## src/rtl/pipe_hazard_ctrl_if.sv

```systemverilog
// Pipeline hazard control bus.
// Groups the stage stall requests and exception inputs with the hold, bubble,
// flush and redirect outputs.
//   slave  : the hazard controller (consumes requests, drives controls)
//   master : the pipeline side (drives requests, consumes controls)
`timescale 1ns/1ps
interface pipe_hazard_ctrl_if #(
  parameter int unsigned STAGES = 5
);
  logic [STAGES-1:0] stall_req_i;
  logic [31:0]       exc_type_i;
  logic [31:0]       cp0_epc_i;
  logic [STAGES-1:0] stall_o;
  logic [STAGES-1:0] bubble_o;
  logic              flush_o;
  logic [31:0]       new_pc_o;
  logic              stall_timeout_o;

  modport master (
    output stall_req_i, exc_type_i, cp0_epc_i,
    input  stall_o, bubble_o, flush_o, new_pc_o, stall_timeout_o
  );

  modport slave (
    input  stall_req_i, exc_type_i, cp0_epc_i,
    output stall_o, bubble_o, flush_o, new_pc_o, stall_timeout_o
  );
endinterface

```

## src/rtl/pipe_hazard_ctrl.sv

```systemverilog
// N-stage pipeline stall/flush controller.
// Stall requests propagate combinationally to every older stage, and a bubble
// is inserted behind the youngest stalled stage. An exception redirect starts a
// registered FLUSH of FLUSH_CYC cycles that drives new_pc_o.
// Optional stall watchdog: define PIPE_HAZARD_WDOG_EN to build it. Otherwise
// stall_timeout_o is tied to 0.
// Ports:
//   clk_i  : clock
//   rst_i  : asynchronous active-high reset
//   bus    : pipe_hazard_ctrl_if.slave (stall_req_i, exc_type_i, cp0_epc_i in;
//            stall_o, bubble_o, flush_o, new_pc_o, stall_timeout_o out)
`timescale 1ns/1ps
module pipe_hazard_ctrl #(
  parameter int unsigned STAGES    = 5,
  parameter logic [31:0] INT_VEC   = 32'h0000_0020,
  parameter logic [31:0] EXC_VEC   = 32'h0000_0040,
  parameter int unsigned FLUSH_CYC = 1,
  parameter int unsigned WDOG_W    = 8
) (
  input logic              clk_i,
  input logic              rst_i,
  pipe_hazard_ctrl_if.slave bus
);

  localparam logic [0:0] RUN   = 1'b0;
  localparam logic [0:0] FLUSH = 1'b1;
  localparam logic [3:0] FC_LAST = 4'(FLUSH_CYC - 1);

  logic [0:0]  state_q, state_n;
  logic [3:0]  fc_q, fc_n;
  logic        flush_q, flush_n;
  logic [31:0] pc_q, pc_n;
  logic        exc_hit;
  logic [31:0] target;
  logic [STAGES-1:0] stall_raw, bubble_raw;

  // Exception decode
  assign exc_hit = (bus.exc_type_i != 32'h0);

  always_comb begin
    if (bus.exc_type_i == 32'h1)      target = INT_VEC;
    else if (bus.exc_type_i == 32'hE) target = bus.cp0_epc_i;
    else                              target = EXC_VEC;
  end

  // Next-state logic. The final FLUSH cycle counts as the boundary into RUN,
  // so an exception present there restarts the flush with no idle cycle.
  always_comb begin
    state_n = state_q;
    fc_n    = fc_q;
    flush_n = flush_q;
    pc_n    = pc_q;
    case (state_q)
      RUN: begin
        if (exc_hit) begin
          state_n = FLUSH;
          flush_n = 1'b1;
          fc_n    = 4'd0;
          pc_n    = target;
        end
      end
      FLUSH: begin
        fc_n = fc_q + 4'd1;
        if (fc_q == FC_LAST) begin
          if (exc_hit) begin
            fc_n = 4'd0;
            pc_n = target;
          end else begin
            state_n = RUN;
            flush_n = 1'b0;
            fc_n    = 4'd0;
          end
        end
      end
      default: begin
        state_n = RUN;
        flush_n = 1'b0;
        fc_n    = 4'd0;
      end
    endcase
  end

  // State register
  always_ff @(posedge clk_i or posedge rst_i) begin
    if (rst_i) begin
      state_q <= RUN;
      fc_q    <= 4'd0;
      flush_q <= 1'b0;
      pc_q    <= 32'h0;
    end else begin
      state_q <= state_n;
      fc_q    <= fc_n;
      flush_q <= flush_n;
      pc_q    <= pc_n;
    end
  end

  // Stage k holds when it or any younger stage stalls
  for (genvar k = 0; k < STAGES; k++) begin : g_stall
    assign stall_raw[k] = |bus.stall_req_i[STAGES-1:k];
  end

  // Bubble goes behind the youngest stalled stage
  for (genvar k = 0; k < STAGES - 1; k++) begin : g_bubble
    assign bubble_raw[k] = stall_raw[k] & ~stall_raw[k+1];
  end
  assign bubble_raw[STAGES-1] = 1'b0;

  assign bus.stall_o  = (rst_i || state_q != RUN) ? '0 : stall_raw;
  assign bus.bubble_o = (rst_i || state_q != RUN) ? '0 : bubble_raw;
  assign bus.flush_o  = flush_q;
  assign bus.new_pc_o = pc_q;

`ifdef PIPE_HAZARD_WDOG_EN
  logic [WDOG_W-1:0] wd_q, wd_n;
  logic              to_q;

  // Saturating count of consecutive stalled RUN cycles
  always_comb begin
    wd_n = '0;
    if (state_q == RUN && |bus.stall_req_i)
      wd_n = (&wd_q) ? wd_q : wd_q + WDOG_W'(1);
  end

  always_ff @(posedge clk_i or posedge rst_i) begin
    if (rst_i) begin
      wd_q <= '0;
      to_q <= 1'b0;
    end else begin
      wd_q <= wd_n;
      to_q <= to_q | (&wd_n);
    end
  end

  assign bus.stall_timeout_o = to_q;
`else
  assign bus.stall_timeout_o = 1'b0;
`endif

endmodule

```

## src/flat_wrapper.sv

```systemverilog
// flat-port wrapper written by rule: the top's interface ports become plain ports
module pipe_hazard_ctrl_flat 
#(
  parameter int unsigned STAGES    = 5,
  parameter logic [31:0] INT_VEC   = 32'h0000_0020,
  parameter logic [31:0] EXC_VEC   = 32'h0000_0040,
  parameter int unsigned FLUSH_CYC = 1,
  parameter int unsigned WDOG_W    = 8
)
  (clk_i, rst_i, bus_stall_req_i, bus_exc_type_i, bus_cp0_epc_i, bus_stall_o, bus_bubble_o, bus_flush_o, bus_new_pc_o, bus_stall_timeout_o);
  pipe_hazard_ctrl_if #(.STAGES(STAGES)) bus_i ();
  input logic clk_i;
  input logic rst_i;
  input wire logic [$bits(bus_i.stall_req_i)-1:0] bus_stall_req_i;
  input wire logic [$bits(bus_i.exc_type_i)-1:0] bus_exc_type_i;
  input wire logic [$bits(bus_i.cp0_epc_i)-1:0] bus_cp0_epc_i;
  output wire logic [$bits(bus_i.stall_o)-1:0] bus_stall_o;
  output wire logic [$bits(bus_i.bubble_o)-1:0] bus_bubble_o;
  output wire logic [$bits(bus_i.flush_o)-1:0] bus_flush_o;
  output wire logic [$bits(bus_i.new_pc_o)-1:0] bus_new_pc_o;
  output wire logic [$bits(bus_i.stall_timeout_o)-1:0] bus_stall_timeout_o;
  assign bus_i.stall_req_i = bus_stall_req_i;
  assign bus_i.exc_type_i = bus_exc_type_i;
  assign bus_i.cp0_epc_i = bus_cp0_epc_i;
  assign bus_stall_o = bus_i.stall_o;
  assign bus_bubble_o = bus_i.bubble_o;
  assign bus_flush_o = bus_i.flush_o;
  assign bus_new_pc_o = bus_i.new_pc_o;
  assign bus_stall_timeout_o = bus_i.stall_timeout_o;
  pipe_hazard_ctrl #(.STAGES(STAGES), .INT_VEC(INT_VEC), .EXC_VEC(EXC_VEC), .FLUSH_CYC(FLUSH_CYC), .WDOG_W(WDOG_W)) u_core (.clk_i(clk_i), .rst_i(rst_i), .bus(bus_i));
endmodule
```

## config.mk

```make
export PLATFORM = sky130hd
export DESIGN_NAME = pipe_hazard_ctrl_flat
export DESIGN_NICKNAME = d
export VERILOG_FILES = /design/src/rtl/pipe_hazard_ctrl_if.sv /design/src/rtl/pipe_hazard_ctrl.sv /design/src/flat_wrapper.sv
export SDC_FILE = /design/constraint.sdc
export NUM_CORES = 1
export LEC_CHECK = 0
export BUFFER_PORTS_ARGS = -buffer_cell sky130_fd_sc_hd__buf_2
export CORE_AREA = 3 3 80 82
export CTS_CLUSTER_DIAMETER = 100
export DETAILED_ROUTE_END_ITERATION = 16
export DIE_AREA = 0 0 83 85
export GPL_ROUTABILITY_DRIVEN = 0
export PLACE_DENSITY = 0.71
export REMOVE_ABC_BUFFERS = 1
export SLEW_MARGIN = 15
export SYNTH_ARGS = -nofsm -noshare
export SYNTH_HDL_FRONTEND = slang
export SYNTH_SLANG_ARGS = --single-unit
```

## constraint.sdc

```tcl
create_clock -name clk_i -period 1.64 [get_ports clk_i]
set_input_delay 0.164 -clock clk_i [delete_from_list [all_inputs] [get_ports clk_i]]
set_output_delay 0.164 -clock clk_i [all_outputs]
set_load 0.005 [all_outputs]
```

==> flow_summary.ini <==
[detailed_routing]
drt_iter0_markers = 76
wl_um = 4530
drt-wirelength-per-cell_um = 13.4
first_pass_iters = 4
via_per_inst = 4.70
drc_errors = 0
postRouteAntennaNets = 0
via_count = 1592

[setup_path]
crit_arrival_ns = 1.91
rr_worst_depth = 7
slowest_delay_ns = 0.38
crit_fanout = 30
rr_endpoint = u_core.bus.new_pc_o[3]$_DFFE_PP0P_
cp_cell_sequence = inv_1, ha_1, nor3b_4, nor2_2, nor4_4, buf_12, a22o_1
reg2reg_from = u_core.fc_q[0]$_DFFE_PP0P_
crit_type = flip-flop to flip-flop
slowest_stage = dfrtp_1
cp-start-kind = flip-flop
required_ns = 1.86
r2r_setup_slack_ns = -0.04
endpoint_kind = flip-flop

[global_route]
antenna_found_initial = 0
grt_overflow = 0
grt_usage_pct = 12.7
grt_pass1_wl_um = 7390
grt_start_max_net_pins = 39
first_global_vias = 1628

[pwr]
power_leakage_nw = 1.43
vdd_drop_max_mv = 0.535
p_per_area_nw_per_um2 = 715

[run_status]
outcome = finished with violations
violations = negative setup slack

[cells_and_area]
final_core_util_pct = 44.3
nets = 337
diodes = 0
drive_gt1_share_pct = 53.0
layout.cells.non_filler = 339
fillers = 578
area_growth_pct = 45.6

[placement]
dpl.hpwl_um = 3480
numPortBuffers = 112
dpl.cell_count = 331

[clocking]
cts_buffers = 5
cts_max_path_buffers = 2
cts_hold_buf = 0
postCtsSetupBuffers = 0
root_buffer = clkbuf_8
htreeDepth = 2
cts_tree = yes
clk_pin_slew_ns = 0.07
clk-insertion-delay-late_ns = 0.28
clkSinkCount = 38

[floorplanning]
rows = 28
die_area_um2 = 7060
dieWidth_um = 83
initial_core_util_pct = 30.4
die_h_um = 85
io_pins = 115
core_area_um2 = 5820

[synth]
synth.cell_area_um2 = 1770
async_flop_share_pct = 100
synth_area_per_cell_um2 = 12.5
ys_seq_area_share_pct = 53.7
synth-seq-cells = 38
yosysWarnings = 0
synth_cell_types = 35
synthFlopType = dfrtp_1
synth_cells = 142
synth_edf_count = 0

[timing]
hold_violations = 0
setup_viol = 30
grt_setup_unrepaired = true
fin_hold_ws_ns = 0.0133
min_period_ns = 1.68
finalClockSkew_ns = 0.00181
max_freq_mhz = 594
period_share_pct = 103
maxSlewViolCount = 0
postLayoutSetupSlackWorst_ns = -0.0448

[job]
max-cap-violations = 0

[hold_path]
hold_class = input port to asynchronous set/reset pin
## critical path: cells and delay by family, from the launching register on
family,cells,cell delay (ns)
buffers and inverters,2,0.28
adders and majority gates,1,0.14
and+or+nand+nor,3,0.66
DFF,1,0.38
AOI/OAI and AO/OA,1,0.15
## timing repair
action	4_1_cts	5_1_grt
pin swaps	0	1
setup endpoints to repair	30	34
gates resized for setup	0	6
## final cells by class
| type | count | area [um^2] | share of cell area, % |
|---|---|---|---|
| clock inverters | 1 | 30.0 | 1.17 |
| inverters | 7 | 26.3 | 1.02 |
| flip-flops and latches | 38 | 951 | 36.9 |
| repair buffers | 121 | 641 | 24.9 |
| well taps | 75 | 93.8 | 3.64 |
| multi-input cells | 90 | 758 | 29.4 |
| clock buffers | 7 | 76.3 | 2.96 |
## metrics by stage
stage	setup TNS, ns	area, um^2	setup slack [ns]	total power, mW
3_3_place_gp	-0.0913	2440	-0.0124	1.09
6_report	-0.880	2580	-0.0448	1.84
4_1_cts	-2.27	2550	-0.0895	1.86
5_1_grt	-3.97	2580	-0.151	1.92
3_5_place_dp	-1.64	2440	-0.0644	1.09
2_1_floorplan	-14.30	1710	-0.455	0.986
## flip-flops by register name, indices dropped and copies added, names as in the netlist
name,count
u_core.state_q,1
u_core.bus.flush_o,1
u_core.bus.new_pc_o,32
u_core.fc_q,4
## cell usage in the layout, fill, tap and decap left out, drive strengths merged, types with 5 or more instances in the layout
cell type  count
dfrtp         38
nand2          5
inv            7
clkbuf         7
nor2           7
o21ai          5
buf          121
nor3           6
nor4           9
a22o          31
## cell usage after synthesis, types with 2 or more instances
cell,count,area (um^2)
and2_1,2,12.5
dfrtp_1,38,951
nor4_1,4,25.0
a21o_1,2,15.0
nor2_1,7,26.3
nor4_4,5,106
nand3_1,2,10.0
inv_1,6,22.5
nand2_1,5,18.8
ha_1,3,37.5
buf_6,3,33.8
a22o_1,31,272
buf_4,2,15.0
nor3_1,6,30.0
buf_2,3,15.0
o21ai_1,3,15.0
a21oi_1,2,10.0
## worst max-delay path by stage
stage | depth (start not counted) | endpoint | slack (ns) | startpoint
finish | 7 | u_core.bus.new_pc_o[3]$_DFFE_PP0P_ | -0.04 | u_core.fc_q[0]$_DFFE_PP0P_
global route | 7 | u_core.bus.new_pc_o[19]$_DFFE_PP0P_ | -0.15 | u_core.fc_q[0]$_DFFE_PP0P_
CTS | 7 | u_core.bus.new_pc_o[3]$_DFFE_PP0P_ | -0.09 | u_core.fc_q[0]$_DFFE_PP0P_
detailed placement | 7 | u_core.bus.new_pc_o[28]$_DFFE_PP0P_ | -0.06 | u_core.fc_q[0]$_DFFE_PP0P_
global placement | 7 | u_core.bus.new_pc_o[9]$_DFFE_PP0P_ | -0.01 | u_core.fc_q[0]$_DFFE_PP0P_
floorplan | 6 | u_core.bus.new_pc_o[0]$_DFFE_PP0P_ | -0.46 | u_core.fc_q[0]$_DFFE_PP0P_
## metal layers
| metal | vias to the layer above | GRT usage, % | wire length [um] | part of all wire (%) |
|---|---|---|---|---|
| met5 | - | 0 | 0 | 0 |
| met4 | 0 | 2.82 | 22 | 0.49 |
| met3 | 4 | 5.15 | 374 | 8.3 |
| met2 | 58 | 23.2 | 2440 | 54 |
| met1 | 757 | 13.8 | 1690 | 37 |
| li1 | 773 | - | - | - |
## cell families after synthesis
group                    share of synthesized area [%]
multiplexers                                      1.20
adder cells (fa/ha/maj)                           2.12
other                                            0.212
buffers and inverters                             5.09
AO/OA/AOI/OAI                                     19.4
flip-flops                                        53.7
AND/OR/NAND/NOR                                   18.2
## power by group
| part | switching, mW | internal (mW) | total (mW) |
|---|---|---|---|
| Combinational | 0.0676 | 0.0708 | 0.138 |
| Sequential | 0.000000000185 | 0.937 | 0.937 |
| Clock | 0.311 | 0.455 | 0.766 |
| Total | 0.379 | 1.46 | 1.84 |
No activity file was read; power rests on OpenSTA's default activity.
